## src/rtl/mcu_msg_pkg.sv

```systemverilog
// Shared types and constants for the front-panel MCU message transmitter.
package mcu_msg_pkg;

  typedef enum logic [2:0] {
    IDLE,
    LOAD,
    SEND,
    WAIT_DONE,
`ifdef MCU_MSG_TX_ACK_EN
    WAIT_ACK,
`endif
    NEXT
  } state_t;

  localparam logic [3:0] CMD_ACK     = 4'h1;
  localparam logic [3:0] CMD_STAGE   = 4'h2;
  localparam logic [3:0] CMD_VERSION = 4'h3;
  localparam logic [3:0] CMD_IP      = 4'h4;
  localparam logic [3:0] CMD_STATUS  = 4'h5;
  localparam logic [3:0] CMD_POWERON = 4'h6;

  // 10 ms at 122.88 MHz
  localparam int DEFAULT_ACK_TIMEOUT = 1228800;

endpackage

```

## src/rtl/mcu_rr_arbiter.sv

```systemverilog
// Round-robin pick: first pending channel at or after the pointer; purely combinational.
module mcu_rr_arbiter #(
  parameter int NUM_CH = 4,
  parameter int CH_W   = (NUM_CH > 1) ? $clog2(NUM_CH) : 1
) (
  input  logic [NUM_CH-1:0] pending,
  input  logic [CH_W-1:0]   pointer,
  output logic [CH_W-1:0]   grant,
  output logic              any_valid
);

  int              idx;
  logic [CH_W-1:0] idx_c;

  // Walk offsets from the far end so the nearest pending channel is written last.
  always_comb begin
    grant     = '0;
    any_valid = 1'b0;
    idx       = 0;
    idx_c     = '0;
    for (int k = NUM_CH - 1; k >= 0; k--) begin
      idx = int'(pointer) + k;
      if (idx >= NUM_CH) idx = idx - NUM_CH;
      idx_c = CH_W'(idx);
      if (pending[idx_c]) begin
        grant     = idx_c;
        any_valid = 1'b1;
      end
    end
  end

endmodule

```

## src/rtl/mcu_msg_tx.sv

```systemverilog
// Multi-channel framed transmitter to UART_TX: toggle requests, round-robin service, one byte in flight.
// Optional acknowledge/retry path enabled by defining MCU_MSG_TX_ACK_EN.
module mcu_msg_tx
  import mcu_msg_pkg::*;
#(
  parameter int                NUM_CH      = 4,
  parameter int                MAX_LEN     = 16,
  parameter int                LEN_W       = 5,
  parameter logic [NUM_CH-1:0] BOOT_MASK   = NUM_CH'(4'b1111),
  parameter int                ACK_TIMEOUT = DEFAULT_ACK_TIMEOUT,
  parameter int                MAX_RETRY   = 2
) (
  input  logic                      clk,
  input  logic                      i_Rst_L,
  input  logic                      enable,
  input  logic [NUM_CH-1:0]         ch_toggle,
  input  logic [NUM_CH*8-1:0]       ch_hdr,
  input  logic [NUM_CH*LEN_W-1:0]   ch_len,
  input  logic [NUM_CH*MAX_LEN*8-1:0] ch_data,
  output logic [NUM_CH-1:0]         ch_busy,
  output logic                      uart_tx_dv,
  output logic [7:0]                uart_tx_byte,
  input  logic                      uart_tx_done,
  input  logic                      rx_dv,
  input  logic [7:0]                rx_byte,
  output logic                      msg_sent,
  output logic [3:0]                msg_ch,
  output logic                      msg_err
);

  localparam int               CH_W    = (NUM_CH > 1) ? $clog2(NUM_CH) : 1;
  localparam int               IDX_W   = (MAX_LEN > 1) ? $clog2(MAX_LEN) : 1;
  localparam logic [LEN_W-1:0] LEN_MAX = LEN_W'(MAX_LEN);

  state_t                   state, state_nxt;
  logic [NUM_CH-1:0]        pending, toggle_old, req_edge, take;
  logic [CH_W-1:0]          rr_ptr, cur_ch, grant, ch_after;
  logic                     any_valid;
  logic [7:0]               hdr_q, cur_byte;
  logic [MAX_LEN-1:0][7:0]  data_q;
  logic [LEN_W-1:0]         len_q, cnt, raw_len, len_clamped;
  logic [IDX_W-1:0]         byte_idx;
  logic                     start, cnt_inc, advance, resend;

  mcu_rr_arbiter #(.NUM_CH(NUM_CH), .CH_W(CH_W)) u_arb (
    .pending   (pending),
    .pointer   (rr_ptr),
    .grant     (grant),
    .any_valid (any_valid)
  );

  assign req_edge    = ch_toggle ^ toggle_old;
  assign take        = start ? (NUM_CH'(1) << grant) : '0;
  assign ch_after    = (cur_ch == CH_W'(NUM_CH - 1)) ? '0 : cur_ch + 1'b1;
  assign raw_len     = ch_len[cur_ch*LEN_W +: LEN_W];
  assign len_clamped = (raw_len > LEN_MAX) ? LEN_MAX : raw_len;
  assign byte_idx    = IDX_W'(cnt - 1'b1);
  assign cur_byte    = (cnt == '0) ? hdr_q : data_q[byte_idx];

  assign ch_busy      = pending | ((state != IDLE) ? (NUM_CH'(1) << cur_ch) : '0);
  assign uart_tx_dv   = (state == SEND);
  assign uart_tx_byte = (state == SEND) ? cur_byte : 8'h00;
  assign msg_sent     = (state == NEXT);
  assign msg_ch       = 4'(cur_ch);

`ifdef MCU_MSG_TX_ACK_EN
  localparam int TMO_W = $clog2(ACK_TIMEOUT + 1);
  localparam int RTY_W = (MAX_RETRY > 0) ? $clog2(MAX_RETRY + 1) : 1;

  logic [TMO_W-1:0] tmo_cnt;
  logic [RTY_W-1:0] retry;
  logic             ack_hit, timeout, drop, msg_err_q;

  assign ack_hit = rx_dv && (rx_byte == {CMD_ACK, 4'(cur_ch)});
  assign timeout = (tmo_cnt == TMO_W'(ACK_TIMEOUT - 1));
  // Registered so msg_err lands in the IDLE cycle while msg_ch still names the dropped channel.
  assign msg_err = msg_err_q;

  always_ff @(posedge clk) begin
    if (!i_Rst_L) begin
      tmo_cnt   <= '0;
      retry     <= '0;
      msg_err_q <= 1'b0;
    end else begin
      msg_err_q <= drop;
      if (state == WAIT_ACK) tmo_cnt <= tmo_cnt + 1'b1;
      else                   tmo_cnt <= '0;
      if (state == LOAD)     retry <= '0;
      else if (resend)       retry <= retry + 1'b1;
    end
  end
`else
  logic unused_ok;
  assign unused_ok = ^{rx_dv, rx_byte, 32'(ACK_TIMEOUT), 32'(MAX_RETRY)};
  assign msg_err   = 1'b0;
`endif

  always_comb begin
    state_nxt = state;
    start     = 1'b0;
    cnt_inc   = 1'b0;
    advance   = 1'b0;
    resend    = 1'b0;
`ifdef MCU_MSG_TX_ACK_EN
    drop      = 1'b0;
`endif
    case (state)
      IDLE: if (enable && any_valid) begin
        start     = 1'b1;
        state_nxt = LOAD;
      end
      LOAD: state_nxt = SEND;
      SEND: state_nxt = WAIT_DONE;
      WAIT_DONE: if (uart_tx_done) begin
        if (cnt < len_q) begin
          cnt_inc   = 1'b1;
          state_nxt = SEND;
        end else begin
`ifdef MCU_MSG_TX_ACK_EN
          state_nxt = WAIT_ACK;
`else
          state_nxt = NEXT;
`endif
        end
      end
`ifdef MCU_MSG_TX_ACK_EN
      WAIT_ACK: if (ack_hit) begin
        state_nxt = NEXT;
      end else if (timeout) begin
        if (retry < RTY_W'(MAX_RETRY)) begin
          resend    = 1'b1;
          state_nxt = SEND;
        end else begin
          drop      = 1'b1;
          advance   = 1'b1;
          state_nxt = IDLE;
        end
      end
`endif
      NEXT: begin
        advance   = 1'b1;
        state_nxt = IDLE;
      end
      default: state_nxt = IDLE;
    endcase
  end

  always_ff @(posedge clk) begin
    if (!i_Rst_L) begin
      state      <= IDLE;
      pending    <= BOOT_MASK;
      toggle_old <= ch_toggle;
      rr_ptr     <= '0;
      cur_ch     <= '0;
      hdr_q      <= '0;
      data_q     <= '0;
      len_q      <= '0;
      cnt        <= '0;
    end else begin
      state      <= state_nxt;
      toggle_old <= ch_toggle;
      // A fresh edge wins over the grant clear so a re-request is never lost.
      pending    <= (pending & ~take) | req_edge;
      if (start) cur_ch <= grant;
      if (state == LOAD) begin
        hdr_q  <= ch_hdr[cur_ch*8 +: 8];
        data_q <= ch_data[cur_ch*MAX_LEN*8 +: MAX_LEN*8];
        len_q  <= len_clamped;
        cnt    <= '0;
      end else if (resend) begin
        cnt <= '0;
      end else if (cnt_inc) begin
        cnt <= cnt + 1'b1;
      end
      if (advance) rr_ptr <= ch_after;
    end
  end

endmodule

```

## config.mk

```make
export PLATFORM = sky130hd
export DESIGN_NAME = mcu_msg_tx
export DESIGN_NICKNAME = d
export VERILOG_FILES = /design/src/rtl/mcu_msg_pkg.sv /design/src/rtl/mcu_rr_arbiter.sv /design/src/rtl/mcu_msg_tx.sv
export SDC_FILE = /design/constraint.sdc
export NUM_CORES = 1
export LEC_CHECK = 0
export BUFFER_PORTS_ARGS = -buffer_cell sky130_fd_sc_hd__buf_2
export CORE_AREA = 4 4 228 230
export DETAILED_ROUTE_END_ITERATION = 6
export DIE_AREA = 0 0 232 234
export GPL_TIMING_DRIVEN = 0
export PLACE_DENSITY = 0.4
export SLEW_MARGIN = 20
export SYNTH_ARGS = -nofsm -noshare
export SYNTH_HDL_FRONTEND = slang
export SYNTH_SLANG_ARGS = --single-unit
export TNS_END_PERCENT = 100
```

## constraint.sdc

```tcl
create_clock -name clk -period 4.45 [get_ports clk]
set_input_delay 0.6675 -clock clk [delete_from_list [all_inputs] [get_ports clk]]
set_output_delay 0.6675 -clock clk [all_outputs]
set_load 0.02 [all_outputs]
```

==> impl_metrics.yaml <==
drt:
  num_vias: 9396
  dr.pass1.iters: 4
  ant_nets: 0
  wire_per_inst_um: 25.8
  drtIter0Drc: 433
  drc: 0
  viasPerCell: 4.69
  drt-total-wl_um: 51700
critical_path:
  cp_max_fo: 19
  cp.required_ps: 3780
  end_kind: "output pin"
  crit_type: "reg2out"
  cp.arrival_ps: 3500
  worst_setup_path_start_kind: "register"
floorplan:
  start_util_pct: 19.7
  dieWidth_um: 232
  fp.dieH_um: 234
  rows: 82
  dieArea_mm2: 0.0543
  ios: 600
  core_area_mm2: 0.0499
placement:
  pre_cts_ws_ps: -441
  globalplace.congestion: 0.877
  place.detailed.hpwl_um: 44100
  dp_cells: 1970
  io_buffers: 587
power_and_ir_drop:
  power.leakage_uw: 0.00608
  switching_share_pct: 27.7
  p_clk_share_pct: 38.4
  p_sw_uw: 1060
  ir_drop_mv: 0.228
  comb_power_share_pct: 19.9
  seq_power_share_pct: 41.7
  p_int_uw: 2760
  p_per_area_mw_per_mm2: 269
  finalPower_uw: 3820
clock_tree:
  hold_buffers: 0
  cts.sinks: 161
  clockRootBuffer: "clkbuf_16"
  cts.htree.levels: 4
  cts_tree: "done"
  clk_latency_ps: 440
  clk_path_buf_depth: 2
  cts_inserted_buffers: 17
  postCtsSetupBuffers: 0
  clk_pin_slew_ps: 60
sta:
  tightest_slew_ps: 982
  slew_viol_final: 0
  setup_viol: 0
  hold_violations: 0
  fmax_mhz: 240
  min_period_ps: 4170
  rsz0062_at_grt: "no"
  skew_ps: 9.45
  fin_crit_sh_pct: 93.7
  setup_tns_ps: 0
  max-slew-margin-rel_pct: 34.5
  setup_ws_ps: 283
yosys:
  synth_area_leaders: "mux4_2, dfxtp_1, a22o_1"
  synth_cell_type_count: 46
  synth_cells: 709
  synth_area_mm2: 0.00983
  synth-edff-count: 0
  yosysTopAreaCellShare_pct: 39.6
  ys_seq_area_share_pct: 32.8
  ys_ff_latch: 161
  synth_warnings: 0
  yosysMostFrequentCell: "mux4_2"
  ys_async_sr_fraction_pct: 0
  yosysTopAreaCell: "mux4_2"
  synth_common_cells: "mux4_2, dfxtp_1, a22o_1, buf_2, clkbuf_1"
  synth-main-ff-cell: "dfxtp_1"
  syn-mean-instance-area_um2: 13.9
global_routing:
  grt_pass1_vias: 10100
  grt_overflow: 0
  antenna_found_initial: 17
  track_usage_pct: 18.3
  grt_max_degree: 17
  grt_pass1_wl_um: 70400
hold_path:
  hp-class: "in2reg"
final_layout:
  fin_util_pct: 28.6
  area_growth_pct: 44.9
  fin_nets: 1907
  fillers: 5266
  drive_gt1_share_pct: 63.8
  instances_no_fill: 2004
outcome:
  status: "finished clean"
run:
  cap_violations: 0
## metal layers
layer / vias to the layer above / part of all wire [%] / global-route usage, %
met2: 435 / 52 / 33.9
met3: 53 / 5.8 / 3.38
met1: 4680 / 40 / 22.1
met4: 8 / 1.9 / 4.30
li1: 4220 / - / -
met5: - / 0.093 / 0
## logic make-up after synthesis
kind of cell / share of synthesized area, %
muxes: 41.4
buffers and inverters: 4.47
AOI/OAI and AO/OA: 15.9
and+or+nand+nor: 3.28
adders and majority gates: 1.27
other: 0.0382
xor gates and xnor gates: 0.879
DFF: 32.8
## final cells by class
| cell class | instances | area [um2] | area share (%) |
|---|---|---|---|
| inverter | 14 | 55.1 | 0.387 |
| timing repair buffer | 587 | 2940 | 20.6 |
| antenna | 3 | 7.51 | 0.0527 |
| multi-input combinational | 457 | 6200 | 43.5 |
| tap | 672 | 841 | 5.91 |
| sequential | 161 | 3220 | 22.6 |
| clock inverter | 12 | 125 | 0.879 |
| clock buffer | 20 | 447 | 3.14 |
| buffer | 78 | 402 | 2.82 |
## critical path: stages (launching register included)
cell and delay (ps):
dfxtp_1 400, buf_8 280, inv_4 180, ha_1 340, buf_4 190, buf_6 220
buf_4 250, mux4_2 390, mux2i_2 300, o22ai_1 150, a21o_1 170, buf_2 160
## registers in the layout (all words and copies together) (netlist names)
name        flops
cnt             5
data_q        128
len_q           5
state           3
pending         4
cur_ch          2
toggle_old      4
hdr_q           8
rr_ptr          2
## power groups by stage
| stage | combinational, uW | sequential, uW | clock (uW) |
|---|---|---|---|
| after CTS | 779 | 1590 | 1510 |
| after global routing | 824 | 1600 | 1580 |
| final | 760 | 1590 | 1470 |
| after floorplan | 371 | 1600 | 0 |
| after global placement | 763 | 1630 | 0 |
| after detailed placement | 773 | 1630 | 0 |
## what timing repair did
action / CTS / global route
endpoints found under the setup margin: 8 / 6
pin swaps: 0 / 0
cloned: 0 / 0
gates resized for setup: 13 / 3
## cell usage in the layout (no fill, tap or decap), drive strengths merged, types with 2 or more instances in the layout
cell and count:
a21o 12, buf 633, a22o 136, conb 3, a21boi 2, dfxtp 161, diode 3, and2 2
ha 10, clkbuf 52, o31ai 4, clkinvlp 2, or3 3, xor2 3, mux2i 17, a21oi 9
nor3 3, nand2b 5, nand3 8, nand2 15, o22ai 11, clkinv 4, nor2 8, xnor2 6
o21ai 7, inv 19, mux4 173, nor2b 7, nor3b 2
## path summary, 6_finish.rpt
path                start         endpoint  slack, ps  cells past startpoint
max                cnt[0]  uart_tx_byte[2]        280                     11
min          ch_toggle[2]    toggle_old[2]        350                      1
max reg2reg     cur_ch[1]      data_q[117]       1800                      5
min reg2reg    data_q[42]       data_q[42]        480                      1
## through the flow
step / instance area [um2] / hold slack [ps]
after floorplan: 9830 / 426
after global placement: 13600 / 452
after detailed placement: 13600 / 457
after CTS: 14200 / 322
after global routing: 14200 / 323
final: 14200 / 350
Note: power is estimated with default switching activity, not from simulation.
